$ cat config.mk
export PLATFORM = sky130hd
export DESIGN_NAME = alu_core
export DESIGN_NICKNAME = d
export VERILOG_FILES = /design/src/rtl/alu_pkg_hdl.sv /design/src/rtl/alu_mul_seq.sv /design/src/rtl/alu_core.sv
export SDC_FILE = /design/constraint.sdc
export NUM_CORES = 1
export LEC_CHECK = 0
export BUFFER_PORTS_ARGS = -buffer_cell sky130_fd_sc_hd__buf_2
export CAP_MARGIN = 40
export CORE_AREA = 4 4 95 97
export CTS_BUF_LIST = sky130_fd_sc_hd__clkbuf_4 sky130_fd_sc_hd__clkbuf_8
export DETAILED_ROUTE_END_ITERATION = 10
export DIE_AREA = 0 0 99 101
export PLACE_DENSITY = 0.69
export SLEW_MARGIN = 0
export SYNTH_ARGS = -nofsm -noshare
export SYNTH_HDL_FRONTEND = slang
export SYNTH_SLANG_ARGS = --single-unit
export TNS_END_PERCENT = 20
$ cat constraint.sdc
create_clock -name clk -period 4.6 [get_ports clk]
set_input_delay 0.92 -clock clk [delete_from_list [all_inputs] [get_ports clk]]
set_output_delay 0.92 -clock clk [all_outputs]
set_load 0.02 [all_outputs]
$ cat src/rtl/alu_pkg_hdl.sv
// Shared types and constants for the sequential ALU: opcodes, FSM states,
// default widths and a zero-extension helper.
package alu_pkg_hdl;

  localparam int DEF_OP_WIDTH     = 8;
  localparam int DEF_RESULT_WIDTH = 2 * DEF_OP_WIDTH;

  typedef enum logic [2:0] {
    NO_OP    = 3'b000,
    ADD_OP   = 3'b001,
    AND_OP   = 3'b010,
    XOR_OP   = 3'b011,
    MUL_OP   = 3'b100,
    RESET_OP = 3'b111
  } alu_op_t;

  typedef enum logic {
    IDLE = 1'b0,
    MUL  = 1'b1
  } alu_state_t;

  // Takes W+1 bits so the add carry fits; and/xor pass a leading zero.
  function automatic logic [DEF_RESULT_WIDTH-1:0] zext(input logic [DEF_OP_WIDTH:0] v);
    return {{(DEF_RESULT_WIDTH-DEF_OP_WIDTH-1){1'b0}}, v};
  endfunction

endpackage

$ cat src/rtl/alu_mul_seq.sv
// Iterative shift-add unsigned multiplier: one multiplier bit per cycle,
// W cycles per product. Owns the bit counter and the accumulator.
module alu_mul_seq
  import alu_pkg_hdl::*;
#(
  parameter int W = DEF_OP_WIDTH
) (
  input  logic           clk,
  input  logic           rst_n,
  input  logic           start,
  input  logic [W-1:0]   a,
  input  logic [W-1:0]   b,
  output logic           busy,
  output logic           last,
  output logic [2*W-1:0] product
);

  localparam int CW = $clog2(W + 1);

  logic [2*W-1:0] mcand;
  logic [W-1:0]   mplier;
  logic [2*W-1:0] acc;
  logic [CW-1:0]  count;

  // product is the accumulator value after this cycle's step, so the core
  // can register it on the same edge that retires the final bit.
  assign product = mplier[0] ? (acc + mcand) : acc;
  assign busy    = (count != '0);
  assign last    = (count == CW'(1));

  always_ff @(posedge clk or negedge rst_n) begin
    if (!rst_n) begin
      mcand  <= '0;
      mplier <= '0;
      acc    <= '0;
      count  <= '0;
    end else if (start) begin
      mcand  <= {{W{1'b0}}, a};
      mplier <= b;
      acc    <= '0;
      count  <= CW'(W);
    end else if (busy) begin
      acc    <= product;
      mcand  <= mcand << 1;
      mplier <= mplier >> 1;
      count  <= count - CW'(1);
    end
  end

endmodule

$ cat src/rtl/alu_core.sv
// Sequential ALU top: valid/ready accept, single-cycle add/and/xor,
// multi-cycle multiply via alu_mul_seq, registered done pulse and result.
module alu_core
  import alu_pkg_hdl::*;
(
  input  logic                    clk,
  input  logic                    rst_n,
  input  logic                    valid,
  output logic                    ready,
  input  logic [2:0]              alu_op,
  input  logic [DEF_OP_WIDTH-1:0] a,
  input  logic [DEF_OP_WIDTH-1:0] b,
  output logic                    done,
  output logic [DEF_RESULT_WIDTH-1:0] result
);

  localparam int ALU_IN_OP_WIDTH      = DEF_OP_WIDTH;
  localparam int ALU_OUT_RESULT_WIDTH = DEF_RESULT_WIDTH;

  alu_state_t state, next_state;

  logic                            accept;
  logic                            ready_d;
  logic                            done_d;
  logic [ALU_OUT_RESULT_WIDTH-1:0] result_d;
  logic                            mul_start;
  logic                            mul_busy;
  logic                            mul_last;
  logic [ALU_OUT_RESULT_WIDTH-1:0] mul_product;

  assign accept = valid && ready;

  alu_mul_seq #(.W(ALU_IN_OP_WIDTH)) u_mul (
    .clk     (clk),
    .rst_n   (rst_n),
    .start   (mul_start),
    .a       (a),
    .b       (b),
    .busy    (mul_busy),
    .last    (mul_last),
    .product (mul_product)
  );

  always_ff @(posedge clk or negedge rst_n) begin
    if (!rst_n) begin
      state  <= IDLE;
      ready  <= 1'b0;
      done   <= 1'b0;
      result <= '0;
    end else begin
      state  <= next_state;
      ready  <= ready_d;
      done   <= done_d;
      result <= result_d;
    end
  end

  // ready is registered, so it comes up one edge after reset release and
  // drops on the same edge that accepts a multiply.
  always_comb begin
    next_state = state;
    ready_d    = 1'b1;
    done_d     = 1'b0;
    result_d   = result;
    mul_start  = 1'b0;
    case (state)
      IDLE: begin
        if (accept) begin
          case (alu_op_t'(alu_op))
            ADD_OP: begin
              result_d = zext({1'b0, a} + {1'b0, b});
              done_d   = 1'b1;
            end
            AND_OP: begin
              result_d = zext({1'b0, a & b});
              done_d   = 1'b1;
            end
            XOR_OP: begin
              result_d = zext({1'b0, a ^ b});
              done_d   = 1'b1;
            end
            MUL_OP: begin
              mul_start  = 1'b1;
              ready_d    = 1'b0;
              next_state = MUL;
            end
            RESET_OP: result_d = '0;
            default: ;
          endcase
        end
      end
      MUL: begin
        ready_d = 1'b0;
        if (mul_last) begin
          result_d   = mul_product;
          done_d     = 1'b1;
          ready_d    = 1'b1;
          next_state = IDLE;
        end else if (!mul_busy) begin
          ready_d    = 1'b1;
          next_state = IDLE;
        end
      end
      default: next_state = IDLE;
    endcase
  end

endmodule

**Word level (Yosys, flattened, before mapping)**

Cells that the tools add are included.

- Add/sub/neg operators: 3
- Equal/unequal tests: 9
- Mux-type cells: 28
- Bitwise operators: 3
- Reduce and logical (&&, ||, !) cells: 5

Operators with widths:

| operator | number |
|---|---|
| two-way mux 16 bit | 7 |
| one-hot mux 16 bit (4 select lines) | 1 |
| one-hot mux 16 bit (2 select lines) | 1 |
| adder 16 bit | 1 |
| two-way mux 8 bit | 2 |
| two-way mux 1 bit | 12 |
| adder 8 x 8 -> 9 bit | 1 |
| AND 8 bit | 1 |
| two-way mux 4 bit | 2 |
| bitwise XOR 8 bit | 1 |
| equality test 3 x 2 -> 1 bit (second input constant) | 2 |
| equality test 3 bit (second input constant) | 2 |
| one-hot mux 1 bit (2 select lines) | 3 |
| inequality test 5 x 1 -> 1 bit (second input constant) | 1 |
| equality test 4 x 1 -> 1 bit (second input constant) | 1 |
| nonzero test 4 bit | 1 |
| subtractor 4 x 1 -> 4 bit (second input constant) | 1 |
| equality test 3 x 1 -> 1 bit (second input constant) | 1 |
| AND reduction 3 bit | 1 |
| OR reduction 3 bit | 1 |
| inequality test 2 x 1 -> 1 bit (second input constant) | 1 |
| inequality test 2 bit (second input constant) | 1 |
| nonzero test 2 bit | 1 |
| logical AND 1 bit | 1 |
| inverter 1 bit | 1 |

- Register bits after elaboration: 63
- Bits of input ports: 22
- Output and inout bits: 18
- Logic and storage cells: 56

**Depth between registers and ports, before layout**

Gate-level depths: netlist of run 1.

- Depth in word-level cells: 5
- Depth in mapped cells: 9

**Hierarchy**

A second synthesis of run 1 with hierarchy kept.

- Cells, all modules: 501
- Area total of the unflattened synthesis: 4,439.3 µm²

Modules (own cells, without submodules):

| module | times used | cells each | area each (µm²) |
|---|---|---|---|
| alu_mul_seq | 1 | 337 | 2,976.6 |
| alu_core | 1 | 164 | 1,462.7 |

**Worst setup path after synthesis of run 1**

OpenSTA, ideal clock, no wires.

- Path type: input-to-reg
- Start: in a[0]
- End: reg result[6]
- Setup time: 142 ps
- Data arrival time: 2,496 ps
- Slack: 1,962 ps
- Stages on the path: 9
- Path buffers: 0
- Cell sequence: ha_1 -> fa_1 -> a21o_1 -> a21oi_1 -> o21bai_1 -> a21oi_1 -> xnor2_1 -> a21oi_1 -> o221ai_1

- Word-level cells in the longest chain between the ends: 4

RTL lines:

| element | RTL line | RTL |
|---|---|---|
| start: declaration | alu_core.sv:11 | `input logic [DEF_OP_WIDTH-1:0] a,` |
| adder 8 x 8 -> 9 bit | alu_core.sv:71 | `result_d = zext({1'b0, a} + {1'b0, b});` |
| one-hot mux 16 bit (4 select lines) | alu_core.sv:69 | `case (alu_op_t'(alu_op))` |
| two-way mux 16 bit | alu_core.sv:68 | `if (accept) begin` |
| one-hot mux 16 bit (2 select lines) | alu_core.sv:66 | `case (state)` |
| end signal: assignment | alu_core.sv:54 | `result <= result_d;` |
| end: declaration | alu_core.sv:14 | `output logic [DEF_RESULT_WIDTH-1:0] result` |

No other way between the ends. The select of a mux whose other input is x is not followed.
A chain may end at the register's enable or synchronous reset.

**Worst setup path in the final report of run 1**

- Start: reg u_mul.mcand[0]
- End: reg result[12]

- Word-level cells in the longest chain between the ends: 4

RTL lines:

| element | RTL line | RTL |
|---|---|---|
| start: declaration | alu_mul_seq.sv:20 | `logic [2*W-1:0] mcand;` |
| start signal: assignment | alu_mul_seq.sv:38 | `mcand <= {{W{1'b0}}, a};` |
| start signal: assignment | alu_mul_seq.sv:44 | `mcand <= mcand << 1;` |
| adder 16 bit | alu_mul_seq.sv:27 | `assign product = mplier[0] ? (acc + mcand) : acc;` |
| two-way mux 16 bit | alu_mul_seq.sv:27 |  |
| two-way mux 16 bit | alu_core.sv:94 | `if (mul_last) begin` |
| one-hot mux 16 bit (2 select lines) | alu_core.sv:66 |  |

No other way between the ends. The select of a mux whose other input is x is not followed.

==> run_summary.xml, run 1 <==
<?xml version="1.0" encoding="UTF-8"?>
<metrics>
  <group name="power_and_ir_drop">
    <metric name="vdd.ir_drop.worst" unit="uV">198</metric>
    <metric name="power_report.internal_total" unit="W">0.00166</metric>
    <metric name="net-switching-power" unit="W">0.00130</metric>
    <metric name="p_sw_share" unit="%">43.8</metric>
    <metric name="power.share.sequential" unit="%">32.3</metric>
    <metric name="power.clock.fraction" unit="%">17.1</metric>
    <metric name="p_total" unit="W">0.00296</metric>
    <metric name="power_density" unit="nW/um^2">657</metric>
    <metric name="cellLeakagePower" unit="nW">2.15</metric>
    <metric name="comb_power_share" unit="%">50.6</metric>
  </group>
  <group name="finish">
    <metric name="insertedDiodeCount" unit="">0</metric>
    <metric name="final_area" unit="sq um">4500</metric>
    <metric name="filler_cell_count" unit="">728</metric>
    <metric name="layout_area_overhead" unit="%">13.5</metric>
    <metric name="final-instance-count-excl-fill" unit="">601</metric>
    <metric name="fin_nets" unit="">541</metric>
    <metric name="share_of_cells_above_drive_strength_1" unit="%">14.1</metric>
  </group>
  <group name="clock_tree">
    <metric name="clockRootBuffer" unit="">clkbuf_8</metric>
    <metric name="htreeDepth" unit="">3</metric>
    <metric name="cts.clk_slew.worst_paths" unit="ns">0.08</metric>
    <metric name="cts.repair_timing.setup_buffer_count" unit="">0</metric>
    <metric name="hold_buf_count_cts" unit="">0</metric>
    <metric name="cts_made_buffers" unit="">9</metric>
    <metric name="insertion_delay" unit="ns">0.35</metric>
    <metric name="cts_resized" unit="">0</metric>
    <metric name="cts.sinks" unit="">63</metric>
    <metric name="max-clock-path-buffers" unit="">2</metric>
    <metric name="tritoncts_clock_tree" unit="">built</metric>
  </group>
  <group name="logic_synthesis">
    <metric name="postSynthCellCount" unit="">454</metric>
    <metric name="largest_family_of_logic_cells_by_synthesized_area" unit="">compound AO/OA/AOI/OAI gates</metric>
    <metric name="synth_fp_nets" unit="">504</metric>
    <metric name="netlist-cell-type-count" unit="">54</metric>
    <metric name="synth.mux.area_fraction" unit="%">4.04</metric>
    <metric name="synth_area_per_cell" unit="sq um">8.73</metric>
    <metric name="post-synth-top-area-fraction" unit="%">39.8</metric>
    <metric name="yosys-top-cells-area" unit="">dfrtp_1 (40%), ha_1 (8.2%), nand2_1 (7.9%), a21oi_1 (5.2%), mux2i_1 (4.0%)</metric>
    <metric name="synth_adder_area_share" unit="%">9.21</metric>
    <metric name="synthesis.area" unit="sq um">3970</metric>
    <metric name="synth-compound-area-share" unit="%">20.6</metric>
    <metric name="share_of_synthesized_registers_carrying_an_async_set_or_reset" unit="%">100</metric>
    <metric name="synthMostInstantiatedCell" unit="">nand2_1</metric>
    <metric name="seq_area_frac_synth" unit="%">39.8</metric>
    <metric name="yosys.area.top_type" unit="">dfrtp_1</metric>
    <metric name="synthXorXnorAreaFrac" unit="%">3.76</metric>
    <metric name="synth_commonest_cells" unit="">nand2_1 (83), dfrtp_1 (63), a21oi_1 (41)</metric>
    <metric name="synthesized_area_fraction_occupied_by_and_or_nand_nor_cells" unit="%">19.4</metric>
    <metric name="postSynthRegisterBits" unit="">63</metric>
    <metric name="synth-warning-count" unit="">0</metric>
    <metric name="top_flip_flop_cell_by_instance_count_after_synthesis" unit="">dfrtp_1</metric>
    <metric name="synth-edff-count" unit="">0</metric>
  </group>
  <group name="routing">
    <metric name="detail_route.vias_per_cell" unit="">5.76</metric>
    <metric name="drt_iter0_markers" unit="">204</metric>
    <metric name="route.detailed.wl_per_inst" unit="microns">16.7</metric>
    <metric name="route.final.wire_length" unit="mm">10.0</metric>
    <metric name="1st_pass_router_iterations" unit="">4</metric>
    <metric name="num_vias" unit="">3462</metric>
    <metric name="remaining_drc_errors" unit="">0</metric>
    <metric name="drtAntennaViolNets" unit="">0</metric>
  </group>
  <group name="timing">
    <metric name="fin_crit_sh" unit="%">59.0</metric>
    <metric name="tns" unit="ns">0</metric>
    <metric name="clock_skew" unit="ns">0.0148</metric>
    <metric name="min_period" unit="ns">2.72</metric>
    <metric name="fmax" unit="GHz">0.368</metric>
    <metric name="rsz_0062_raised_after_global_routing" unit="">false</metric>
    <metric name="slew_violations" unit="">0</metric>
    <metric name="finalSetupViolations" unit="">0</metric>
    <metric name="setup_ws" unit="ns">1.88</metric>
    <metric name="tightestPinTransition" unit="ns">0.752</metric>
    <metric name="slew_headroom" unit="%">49.7</metric>
    <metric name="final_hold_violating_endpoints" unit="">0</metric>
  </group>
  <group name="place">
    <metric name="dpl_cell_area" unit="sq um">4290</metric>
    <metric name="dp_cells" unit="">585</metric>
    <metric name="portbufs" unit="">39</metric>
    <metric name="dp_worst_setup_slack" unit="ns">1.70</metric>
    <metric name="hpwl" unit="mm">7.45</metric>
    <metric name="gpl.final_weighted_congestion" unit="">0.886</metric>
  </group>
  <group name="grt">
    <metric name="grt_max_degree" unit="">35</metric>
    <metric name="grt_antenna_before_repair" unit="">0</metric>
    <metric name="grt_pass1_wl" unit="mm">17.0</metric>
    <metric name="globalRouteTotalUtil" unit="%">21.5</metric>
    <metric name="grt_pass1_vias" unit="">3378</metric>
    <metric name="gr-total-overflow" unit="">0</metric>
  </group>
  <group name="floorplanning">
    <metric name="placeableCoreArea" unit="sq um">8130</metric>
    <metric name="height_of_the_chip" unit="microns">101</metric>
    <metric name="die_width" unit="microns">99</metric>
    <metric name="io_pins" unit="">40</metric>
    <metric name="start_util" unit="%">48.7</metric>
    <metric name="die-area" unit="sq um">10000</metric>
    <metric name="fp-row-count" unit="">33</metric>
  </group>
  <group name="hold_path">
    <metric name="hold_path_class" unit="">reg -&gt; reg</metric>
    <metric name="hold_start" unit="">result[9]</metric>
    <metric name="hold-path-cell-count" unit="">2</metric>
    <metric name="min_to" unit="">result[9]</metric>
  </group>
  <group name="setup_path">
    <metric name="critPathRequiredTime" unit="ns">4.83</metric>
    <metric name="worstPathMaxFanout" unit="">3</metric>
    <metric name="critPathLaunchType" unit="">flip-flop</metric>
    <metric name="worst_setup_path_end_kind" unit="">flip-flop</metric>
    <metric name="timing.setup.critical_path_class" unit="">reg -&gt; reg</metric>
    <metric name="timing.reg2reg.setup_slack" unit="ns">1.88</metric>
    <metric name="arrival" unit="ns">2.94</metric>
    <metric name="critical_path.reg2reg.startpoint" unit="">u_mul.mcand[0]</metric>
    <metric name="worstSetupStartpoint" unit="">u_mul.mcand[0]</metric>
    <metric name="r2r.worst_path.cells" unit="">9</metric>
    <metric name="r2r-end" unit="">result[12]</metric>
  </group>
  <group name="run">
    <metric name="drv_cap" unit="">0</metric>
  </group>
  <group name="run_status">
    <metric name="status" unit="">finished clean</metric>
  </group>
</metrics>
==> per-stage QoR <==
step | hold WS, ns | utilization (%)
6_report | 0.485 | 55.3
4_1_cts | 0.494 | 55.3
2_1_floorplan | 0.466 | -
5_1_grt | 0.506 | 55.3
3_3_place_gp | 0.462 | 52.3
3_5_place_dp | 0.475 | 52.8
==> metal layers <==
metal  vias to the layer above  global-route usage (%)  routed length, microns
met2                        72                    33.4                    4620
met5                         -                       0                       0
met1                      1679                    30.4                    4810
li1                       1695                       -                       -
met4                         0                    7.56                     160
met3                        16                    3.53                     457
==> kinds of logic (layout without fill, tap and decap cells) <==
| kind of cell | after synthesis | count (layout) |
|---|---|---|
| and+or+nand+nor | 168 | 168 |
| adders and majority gates | 28 | 28 |
| buffers and inverters | 34 | 76 |
| DFF | 63 | 63 |
| muxes | 16 | 16 |
| xor gates and xnor gates | 17 | 17 |
| AOI/OAI and AO/OA | 128 | 128 |
==> worst max path at each step <==
stage          depth (start not counted)          to  slack, ns
2_1_floorplan                          9   result[6]       1.96
3_3_place_gp                          10   result[6]       1.73
3_5_place_dp                          10   result[6]       1.70
4_1_cts                                9  result[12]       1.86
5_1_grt                                9  result[12]       1.76
6_report                               9  result[12]       1.88
==> cell type report <==
| cell class | instances | area [sq um] | area share [%] |
|---|---|---|---|
| inverter | 14 | 52.6 | 1.17 |
| clock inverter | 5 | 56.3 | 1.25 |
| tap | 105 | 131 | 2.92 |
| sequential | 63 | 1580 | 35.0 |
| clock buffer | 11 | 151 | 3.36 |
| multi-input combinational | 357 | 2270 | 50.4 |
| timing repair buffer | 46 | 267 | 5.92 |
==> power groups by stage <==
stage	sequential, W	combinational [W]	clock, W
after floorplan	0.000994	0.00105	0
after global placement	0.000954	0.00144	0
after detailed placement	0.000966	0.00148	0
after CTS	0.000955	0.00149	0.000510
after global routing	0.000984	0.00169	0.000531
final	0.000956	0.00150	0.000505
==> worst max-delay path, stage by stage (launching register included) <==
cell and delay (ns):
dfrtp_1 0.43, ha_1 0.24, fa_1 0.43, a21o_1 0.19
a211oi_1 0.24, o21a_1 0.22, o21ai_1 0.13, a221oi_1 0.34
xor2_1 0.25, o21ai_0 0.12
==> state kept, by name (all words and copies together) (netlist names) <==
register      cells
ready             1
u_mul.count       4
done              1
u_mul.mcand      16
u_mul.mplier      8
u_mul.acc        16
result           16
state             1
==> layout by cell type (no fill, tap or decap), types with 3 or more instances in the layout <==
cell type and instances:
nor2b_1 3, a21o_1 13, a211oi_1 5, a21oi_1 41, nand3_1 14, nand2_1 83, o2bb2ai_1 3, dfrtp_1 63
o22ai_1 3, buf_2 39, nand3b_1 5, nor3_1 4, or3_1 4, inv_1 14, buf_4 4, nor2_1 36
clkbuf_8 11, xor2_1 6, mux2i_1 16, nand4_1 3, o221ai_1 5, o21ai_1 3, xnor2_1 11, nor3b_1 4
o21bai_1 5, a31oi_1 19, ha_1 26, o21ai_0 15
(Power assumes the default switching activity.)
==> run 2, diff against run 1 <==
- ABC_AREA: default -> 1
- CORE_AREA: 4 4 95 97 -> 4 4 96 98
- DIE_AREA: 0 0 99 101 -> 0 0 100 102
- PLACE_DENSITY: 0.69 -> 0.73
- clock period: 4.6 -> 2.2 ns (I/O delays scaled with it)
==> run 2 against run 1 <==
  * Via count increased by 11%
  * Sequential share of layout area down 1.4 points
  * Cell area up 4.1%
  * Register-to-register slack lost 1.6 ns
  * Utilization hardly changed
==> run_summary.xml, run 2 <==
<?xml version="1.0" encoding="UTF-8"?>
<metrics>
  <group name="run_status">
    <metric name="status" unit="">finished clean</metric>
  </group>
  <group name="power_and_ir_drop">
    <metric name="power_density" unit="nW/um^2">1620</metric>
    <metric name="comb_power_share" unit="%">56.4</metric>
    <metric name="power.clock.fraction" unit="%">15.2</metric>
    <metric name="p_total" unit="W">0.00761</metric>
    <metric name="power.share.sequential" unit="%">28.4</metric>
    <metric name="p_sw_share" unit="%">48.2</metric>
    <metric name="net-switching-power" unit="W">0.00367</metric>
    <metric name="power_report.internal_total" unit="W">0.00394</metric>
    <metric name="vdd.ir_drop.worst" unit="uV">713</metric>
    <metric name="cellLeakagePower" unit="nW">2.53</metric>
  </group>
  <group name="routing">
    <metric name="highest-signal-layer" unit="">met4</metric>
    <metric name="detailroute.wirelength.met2" unit="mm">4.75</metric>
    <metric name="drtAntennaViolNets" unit="">0</metric>
    <metric name="remaining_drc_errors" unit="">0</metric>
    <metric name="drt_iter0_markers" unit="">216</metric>
    <metric name="wl_met1" unit="mm">5.03</metric>
    <metric name="1st_pass_router_iterations" unit="">5</metric>
    <metric name="met3RoutedLength" unit="microns">523</metric>
    <metric name="route.final.wire_length" unit="mm">10.6</metric>
    <metric name="detail_route.vias_per_cell" unit="">5.33</metric>
    <metric name="num_vias" unit="">3838</metric>
    <metric name="route.detailed.wl_per_inst" unit="microns">14.7</metric>
  </group>
  <group name="floorplanning">
    <metric name="die-area" unit="sq um">10200</metric>
    <metric name="fp-row-count" unit="">34</metric>
    <metric name="start_util" unit="%">48.7</metric>
    <metric name="io_pins" unit="">40</metric>
    <metric name="height_of_the_chip" unit="microns">102</metric>
    <metric name="die_width" unit="microns">100</metric>
    <metric name="placeableCoreArea" unit="sq um">8470</metric>
  </group>
  <group name="timing">
    <metric name="clock_skew" unit="ns">0.0203</metric>
    <metric name="final_hold_violating_endpoints" unit="">0</metric>
    <metric name="min_period" unit="ns">1.95</metric>
    <metric name="tightestPinTransition" unit="ns">0.730</metric>
    <metric name="fmax" unit="GHz">0.513</metric>
    <metric name="slew_violations" unit="">0</metric>
    <metric name="finalSetupViolations" unit="">0</metric>
    <metric name="rsz_0062_raised_after_global_routing" unit="">false</metric>
    <metric name="fin_crit_sh" unit="%">88.6</metric>
    <metric name="tns" unit="ns">0</metric>
    <metric name="slew_headroom" unit="%">51.3</metric>
  </group>
  <group name="logic_synthesis">
    <metric name="synth-warning-count" unit="">0</metric>
    <metric name="post-synth-top-area-fraction" unit="%">38.3</metric>
    <metric name="top_flip_flop_cell_by_instance_count_after_synthesis" unit="">dfrtp_1</metric>
    <metric name="synthMostInstantiatedCell" unit="">nand2_1</metric>
    <metric name="synth_fp_nets" unit="">610</metric>
    <metric name="netlist-cell-type-count" unit="">35</metric>
    <metric name="synth_commonest_cells" unit="">nand2_1 (165), inv_1 (68), dfrtp_1 (63)</metric>
    <metric name="synthesis.area" unit="sq um">4120</metric>
    <metric name="synth_area_per_cell" unit="sq um">7.36</metric>
    <metric name="yosys.area.top_type" unit="">dfrtp_1</metric>
    <metric name="postSynthCellCount" unit="">560</metric>
    <metric name="seq_area_frac_synth" unit="%">38.3</metric>
    <metric name="postSynthRegisterBits" unit="">63</metric>
    <metric name="yosys-top-cells-area" unit="">dfrtp_1 (38%), nand2_1 (15%), ha_1 (7.9%), nand3_1 (7.0%), inv_1 (6.2%)</metric>
    <metric name="synth-edff-count" unit="">0</metric>
    <metric name="share_of_synthesized_registers_carrying_an_async_set_or_reset" unit="%">100</metric>
  </group>
  <group name="setup_path">
    <metric name="worst_setup_path_end_kind" unit="">flip-flop</metric>
    <metric name="worstPathMaxFanout" unit="">4</metric>
    <metric name="critical_path.reg2reg.startpoint" unit="">u_mul.acc[0]</metric>
    <metric name="critPathRequiredTime" unit="ns">2.43</metric>
    <metric name="worstSetupStartpoint" unit="">u_mul.acc[0]</metric>
    <metric name="timing.setup.critical_path_class" unit="">reg -&gt; reg</metric>
    <metric name="critPathLaunchType" unit="">flip-flop</metric>
    <metric name="arrival" unit="ns">2.18</metric>
  </group>
  <group name="clock_tree">
    <metric name="cts.repair_timing.setup_buffer_count" unit="">0</metric>
    <metric name="cts_made_buffers" unit="">9</metric>
    <metric name="htreeDepth" unit="">3</metric>
    <metric name="cts.clk_slew.worst_paths" unit="ns">0.08</metric>
    <metric name="tritoncts_clock_tree" unit="">built</metric>
    <metric name="cts_resized" unit="">0</metric>
    <metric name="clockRootBuffer" unit="">clkbuf_8</metric>
    <metric name="insertion_delay" unit="ns">0.35</metric>
    <metric name="cts.sinks" unit="">63</metric>
    <metric name="max-clock-path-buffers" unit="">2</metric>
    <metric name="hold_buf_count_cts" unit="">0</metric>
  </group>
  <group name="grt">
    <metric name="grt_antenna_before_repair" unit="">0</metric>
    <metric name="gr-total-overflow" unit="">0</metric>
    <metric name="grt_max_degree" unit="">64</metric>
    <metric name="grt_pass1_vias" unit="">3669</metric>
    <metric name="grt_pass1_wl" unit="mm">17.8</metric>
    <metric name="globalRouteTotalUtil" unit="%">22.0</metric>
  </group>
  <group name="finish">
    <metric name="share_of_cells_above_drive_strength_1" unit="%">14.1</metric>
    <metric name="insertedDiodeCount" unit="">0</metric>
    <metric name="reg_top3" unit="">result x16, u_mul.acc x16, u_mul.mcand x16</metric>
    <metric name="layout.cells.most_common_list" unit="">nand2_1 (165), inv_1 (68), dfrtp_1 (63)</metric>
    <metric name="multi_input_comb_area" unit="sq um">2190</metric>
    <metric name="filler_cell_count" unit="">832</metric>
    <metric name="fin_nets" unit="">657</metric>
    <metric name="layout_area_overhead" unit="%">13.7</metric>
    <metric name="leading_cell_type_in_the_layout_fill_and_taps_excluded" unit="">nand2_1</metric>
    <metric name="final_area" unit="sq um">4690</metric>
    <metric name="ff_latch_area" unit="sq um">1580</metric>
  </group>
  <group name="place">
    <metric name="portbufs" unit="">39</metric>
    <metric name="hpwl" unit="mm">7.80</metric>
    <metric name="gpl.final_weighted_congestion" unit="">0.874</metric>
    <metric name="dpl_cell_area" unit="sq um">4460</metric>
  </group>
  <group name="hold_path">
    <metric name="hold_path_class" unit="">in -&gt; async</metric>
  </group>
  <group name="run">
    <metric name="drv_cap" unit="">0</metric>
  </group>
</metrics>
## run 2: cells by family (layout without fill, tap and decap cells)
| kind of cell | after synthesis | in the layout | share of synthesized area (%) |
|---|---|---|---|
| buffers and inverters | 87 | 139 | 8.71 |
| adder cells (fa/ha/maj) | 28 | 28 | 8.86 |
| XOR/XNOR | 7 | 7 | 1.49 |
| AO/OA/AOI/OAI | 91 | 91 | 12.9 |
| flip-flops | 63 | 63 | 38.3 |
| AND/OR/NAND/NOR | 284 | 284 | 29.8 |
## run 2: critical path, cell delays in order, from the launching register on
cell      delay [ns]
dfrtp_1         0.39
ha_1            0.23
fa_1            0.40
nand3_1         0.08
nand2_1         0.11
nand2_1         0.10
nand2_1         0.09
nand2_1         0.07
nand3_1         0.09
o211ai_1        0.17
nand3_1         0.10
## run 2: power by group through the flow
stage / combinational, W / sequential [W] / clock (W)
3_5_place_dp: 0.00426 / 0.00217 / 0
4_1_cts: 0.00429 / 0.00215 / 0.00117
6_report: 0.00429 / 0.00216 / 0.00116
5_1_grt: 0.00495 / 0.00223 / 0.00123
2_1_floorplan: 0.00325 / 0.00214 / 0
3_3_place_gp: 0.00416 / 0.00215 / 0
## run 2: final timing paths
path,slack (ns),cells after the start,endpoint
setup reg to reg,0.25,10,result[6]
setup / recovery,0.25,10,result[6]
hold / removal,0.08,2,result[8]
max in group asynchronous,1.80,2,u_mul.mcand[4]
hold reg to reg,0.48,2,result[9]
min in group clk,0.36,3,u_mul.mplier[7]
## run 2: per-stage QoR
stage	util (%)	setup slack (ns)	std cells	hold slack [ns]
after floorplan	-	0.438	560	0.144
after CTS	55.4	0.253	720	0.102
after detailed placement	52.7	0.201	704	0.461
after global routing	55.4	0.0846	720	0.119
after global placement	52.7	0.229	704	0.457
final	55.4	0.251	720	0.0816
## run 2: area by class of cell
cell class                 count  area share (%)
inverter                      73            5.85
multi-input combinational    410            46.6
clock buffer                  10            2.80
clock inverter                 6            1.98
timing repair buffer          50            6.19
sequential                    63            33.6
tap                          108            2.88
## run 2: routing by layer
metal / vias up / GRT usage, %
li1: 1939 / -
met1: 1755 / 30.8
met2: 123 / 34.3
met3: 21 / 3.96
met4: 0 / 8.19
met5: - / 0
==> run 3, diff against run 2 <==
- CORE_AREA: 4 4 96 98 -> 4 4 98 100
- DIE_AREA: 0 0 100 102 -> 0 0 102 104
- SYNTH_HIERARCHICAL: default -> 1
==> run 3 against run 2 <==
  * Via count is 4.6% higher
  * Highest routed layer unchanged
  * Sequential power is 11% lower
  * Global-route usage barely moved
  * Combinational power decreased by 17%
  * Die area grew 4.0%
  * Setup slack worse by 0.087 ns
  * Non-clock buffer count decreased by 3
  * Flip-flop and latch count stayed put
  * Utilization up 0.17 points
  * Cell count rose by 3.9%
  * Worst hold slack improved by 0.018 ns
==> run_summary.xml, run 3 <==
<?xml version="1.0" encoding="UTF-8"?>
<metrics>
  <group name="run_status">
    <metric name="status" unit="">finished clean</metric>
  </group>
  <group name="timing">
    <metric name="fmax" unit="GHz">0.491</metric>
    <metric name="fin_worst_hold_slack" unit="ns">0.100</metric>
    <metric name="slew_headroom" unit="%">70.2</metric>
    <metric name="tns" unit="ns">0</metric>
    <metric name="final_hold_violating_endpoints" unit="">0</metric>
    <metric name="tightestPinTransition" unit="ns">0.446</metric>
    <metric name="finalSetupViolations" unit="">0</metric>
    <metric name="rsz_0062_raised_after_global_routing" unit="">false</metric>
    <metric name="fin_crit_sh" unit="%">92.5</metric>
    <metric name="slew_violations" unit="">0</metric>
    <metric name="clock_skew" unit="ns">0.0110</metric>
    <metric name="min_period" unit="ns">2.04</metric>
  </group>
  <group name="hold_path">
    <metric name="hold_path_class" unit="">in -&gt; async</metric>
  </group>
  <group name="logic_synthesis">
    <metric name="synth-edff-count" unit="">0</metric>
    <metric name="post-synth-top-area-fraction" unit="%">36.6</metric>
    <metric name="yosys-top-cells-area" unit="">dfrtp_1 (37%), nand2_1 (18%), ha_1 (7.3%), inv_1 (6.5%), nand3_1 (6.0%)</metric>
    <metric name="yosys.area.top_type" unit="">dfrtp_1</metric>
    <metric name="top_flip_flop_cell_by_instance_count_after_synthesis" unit="">dfrtp_1</metric>
    <metric name="synth_area_per_cell" unit="sq um">7.27</metric>
    <metric name="synth_fp_nets" unit="">641</metric>
    <metric name="seq_area_frac_synth" unit="%">36.6</metric>
    <metric name="postSynthRegisterBits" unit="">63</metric>
    <metric name="synthesis.area" unit="sq um">4300</metric>
    <metric name="share_of_synthesized_registers_carrying_an_async_set_or_reset" unit="%">100</metric>
    <metric name="postSynthCellCount" unit="">592</metric>
    <metric name="netlist-cell-type-count" unit="">43</metric>
    <metric name="synth-warning-count" unit="">6</metric>
    <metric name="synth_commonest_cells" unit="">nand2_1 (201), inv_1 (75), dfrtp_1 (63)</metric>
    <metric name="synthMostInstantiatedCell" unit="">nand2_1</metric>
  </group>
  <group name="setup_path">
    <metric name="timing.setup.critical_path_class" unit="">reg -&gt; reg</metric>
    <metric name="worst_setup_path_end_kind" unit="">flip-flop</metric>
    <metric name="critPathLaunchType" unit="">flip-flop</metric>
    <metric name="critPathRequiredTime" unit="ns">2.44</metric>
    <metric name="worstPathMaxFanout" unit="">3</metric>
    <metric name="arrival" unit="ns">2.27</metric>
    <metric name="timing.reg2reg.setup_slack" unit="ns">0.16</metric>
  </group>
  <group name="place">
    <metric name="portbufs" unit="">39</metric>
    <metric name="gpl.final_weighted_congestion" unit="">0.914</metric>
    <metric name="hpwl" unit="mm">7.90</metric>
  </group>
  <group name="finish">
    <metric name="post-route-util" unit="%">55.5</metric>
    <metric name="share_of_cells_above_drive_strength_1" unit="%">14.5</metric>
    <metric name="layout_area_overhead" unit="%">11.9</metric>
    <metric name="insertedDiodeCount" unit="">0</metric>
    <metric name="leading_cell_type_in_the_layout_fill_and_taps_excluded" unit="">nand2_1</metric>
    <metric name="fin_nets" unit="">684</metric>
    <metric name="reg_top3" unit="">result x16, u_mul/acc x16, u_mul/mcand x16</metric>
    <metric name="filler_cell_count" unit="">844</metric>
    <metric name="layout.cells.most_common_list" unit="">nand2_1 (201), inv_1 (75), dfrtp_1 (63)</metric>
  </group>
  <group name="run">
    <metric name="drv_cap" unit="">0</metric>
  </group>
  <group name="clock_tree">
    <metric name="max-clock-path-buffers" unit="">2</metric>
    <metric name="insertion_delay" unit="ns">0.35</metric>
    <metric name="tritoncts_clock_tree" unit="">built</metric>
    <metric name="clockRootBuffer" unit="">clkbuf_8</metric>
    <metric name="cts.clk_slew.worst_paths" unit="ns">0.08</metric>
    <metric name="htreeDepth" unit="">3</metric>
    <metric name="cts.sinks" unit="">63</metric>
    <metric name="cts_made_buffers" unit="">9</metric>
  </group>
  <group name="power_and_ir_drop">
    <metric name="p_total" unit="W">0.00665</metric>
    <metric name="vdd.ir_drop.worst" unit="uV">867</metric>
    <metric name="power_density" unit="nW/um^2">1380</metric>
    <metric name="cellLeakagePower" unit="nW">2.61</metric>
  </group>
  <group name="floorplanning">
    <metric name="placeableCoreArea" unit="sq um">8680</metric>
    <metric name="fp-row-count" unit="">34</metric>
    <metric name="io_pins" unit="">40</metric>
    <metric name="die-area" unit="sq um">10600</metric>
    <metric name="start_util" unit="%">49.6</metric>
    <metric name="height_of_the_chip" unit="microns">104</metric>
    <metric name="die_width" unit="microns">102</metric>
  </group>
  <group name="grt">
    <metric name="grt_antenna_before_repair" unit="">0</metric>
    <metric name="grt_pass1_vias" unit="">3949</metric>
    <metric name="globalRouteTotalUtil" unit="%">22.0</metric>
    <metric name="grt_max_degree" unit="">64</metric>
    <metric name="gr-total-overflow" unit="">0</metric>
    <metric name="grt_pass1_wl" unit="mm">18.7</metric>
  </group>
  <group name="routing">
    <metric name="1st_pass_router_iterations" unit="">7</metric>
    <metric name="drt_iter0_markers" unit="">243</metric>
    <metric name="remaining_drc_errors" unit="">0</metric>
    <metric name="num_vias" unit="">4015</metric>
    <metric name="detail_route.vias_per_cell" unit="">5.37</metric>
    <metric name="route.detailed.wl_per_inst" unit="microns">14.6</metric>
    <metric name="route.final.wire_length" unit="mm">10.9</metric>
    <metric name="drtAntennaViolNets" unit="">0</metric>
  </group>
</metrics>
-- run 3: changes by cell type in the layout (fill, tap and decap cells not counted), moves of 4 or more --
cell     previous run  this run
nand2_1           165       201
o22ai_1            21        10
inv_1              68        75
a21oi_1            22        16
and2_1              3         9
nand3_1            58        52
nor2_1             35        30
o21ai_0            18        14
-- run 3: where the power goes --
part / internal [W] / switching (W) / leakage, nW
combinational: 0.00126 / 0.00228 / 1.69
sequential: 0.00162 / 0.000303 / 0.813
clock: 0.000675 / 0.000515 / 0.109
total: 0.00356 / 0.00309 / 2.61
-- run 3: area by class of cell --
class                           count  area [sq um]  share of cell area [%]
Multi-Input combinational cell    434          2310                    47.9
Sequential cell                    63          1580                    32.7
Inverter                           80           303                    6.28
Timing Repair Buffer               47           268                    5.56
Clock buffer                       10           138                    2.86
Tap cell                          108           135                    2.80
Clock inverter                      6          92.6                    1.92
-- run 3: cell families after synthesis --
family,count (synthesis),synth area share [%]
adders and majority gates,27,8.20
xor gates and xnor gates,10,2.04
AOI/OAI and AO/OA,77,11.1
buffers and inverters,95,9.85
and+or+nand+nor,320,32.2
DFF,63,36.6
-- run 3: final timing paths --
kind,startpoint,end,cells after the start
min in group clk,b[7],u_mul/mplier[7],3
worst max-delay path,u_mul/mcand[0],result[8],12
worst min register to register,result[10],result[10],2
worst min-delay path,rst_n,u_mul/acc[2],2
worst max register to register,u_mul/mcand[0],result[8],12
max in group asynchronous,rst_n,u_mul/acc[6],2
-- run 3: through the flow --
stage | instances | cell area [sq um] | setup slack [ns]
5_1_grt | 748 | 4820 | 0.00197
4_1_cts | 748 | 4820 | 0.120
3_3_place_gp | 732 | 4590 | 0.169
2_1_floorplan | 592 | 4300 | 0.344
6_report | 748 | 4820 | 0.164
3_5_place_dp | 732 | 4590 | 0.139
-- run 3: metal layers --
metal | track usage (%) | part of all wire (%) | up-vias
li1 | - | - | 1988
met1 | 28.9 | 45 | 1881
met2 | 36.1 | 47 | 119
met3 | 3.96 | 4.9 | 27
met4 | 7.69 | 2.7 | 0
met5 | 0 | 0 | -
-- run 3: what timing repair did --
action | 4_1_cts | 5_1_grt
endpoints found under the setup margin | 0 | 5
hold buffers | 0 | 0
gates resized for setup | 0 | 1
buffers inserted | 0 | 0
-- run 3: worst max-delay path: stages, from the launching register on --
cell,delay [ns]
dfrtp_1,0.39
ha_1,0.24
fa_2,0.37
nand3_1,0.09
nand2_1,0.09
nand2_1,0.07
nand2_1,0.08
xnor2_1,0.21
a21boi_0,0.14
nand2_1,0.09
nand2_1,0.05
nand2_1,0.05
nand2_1,0.05
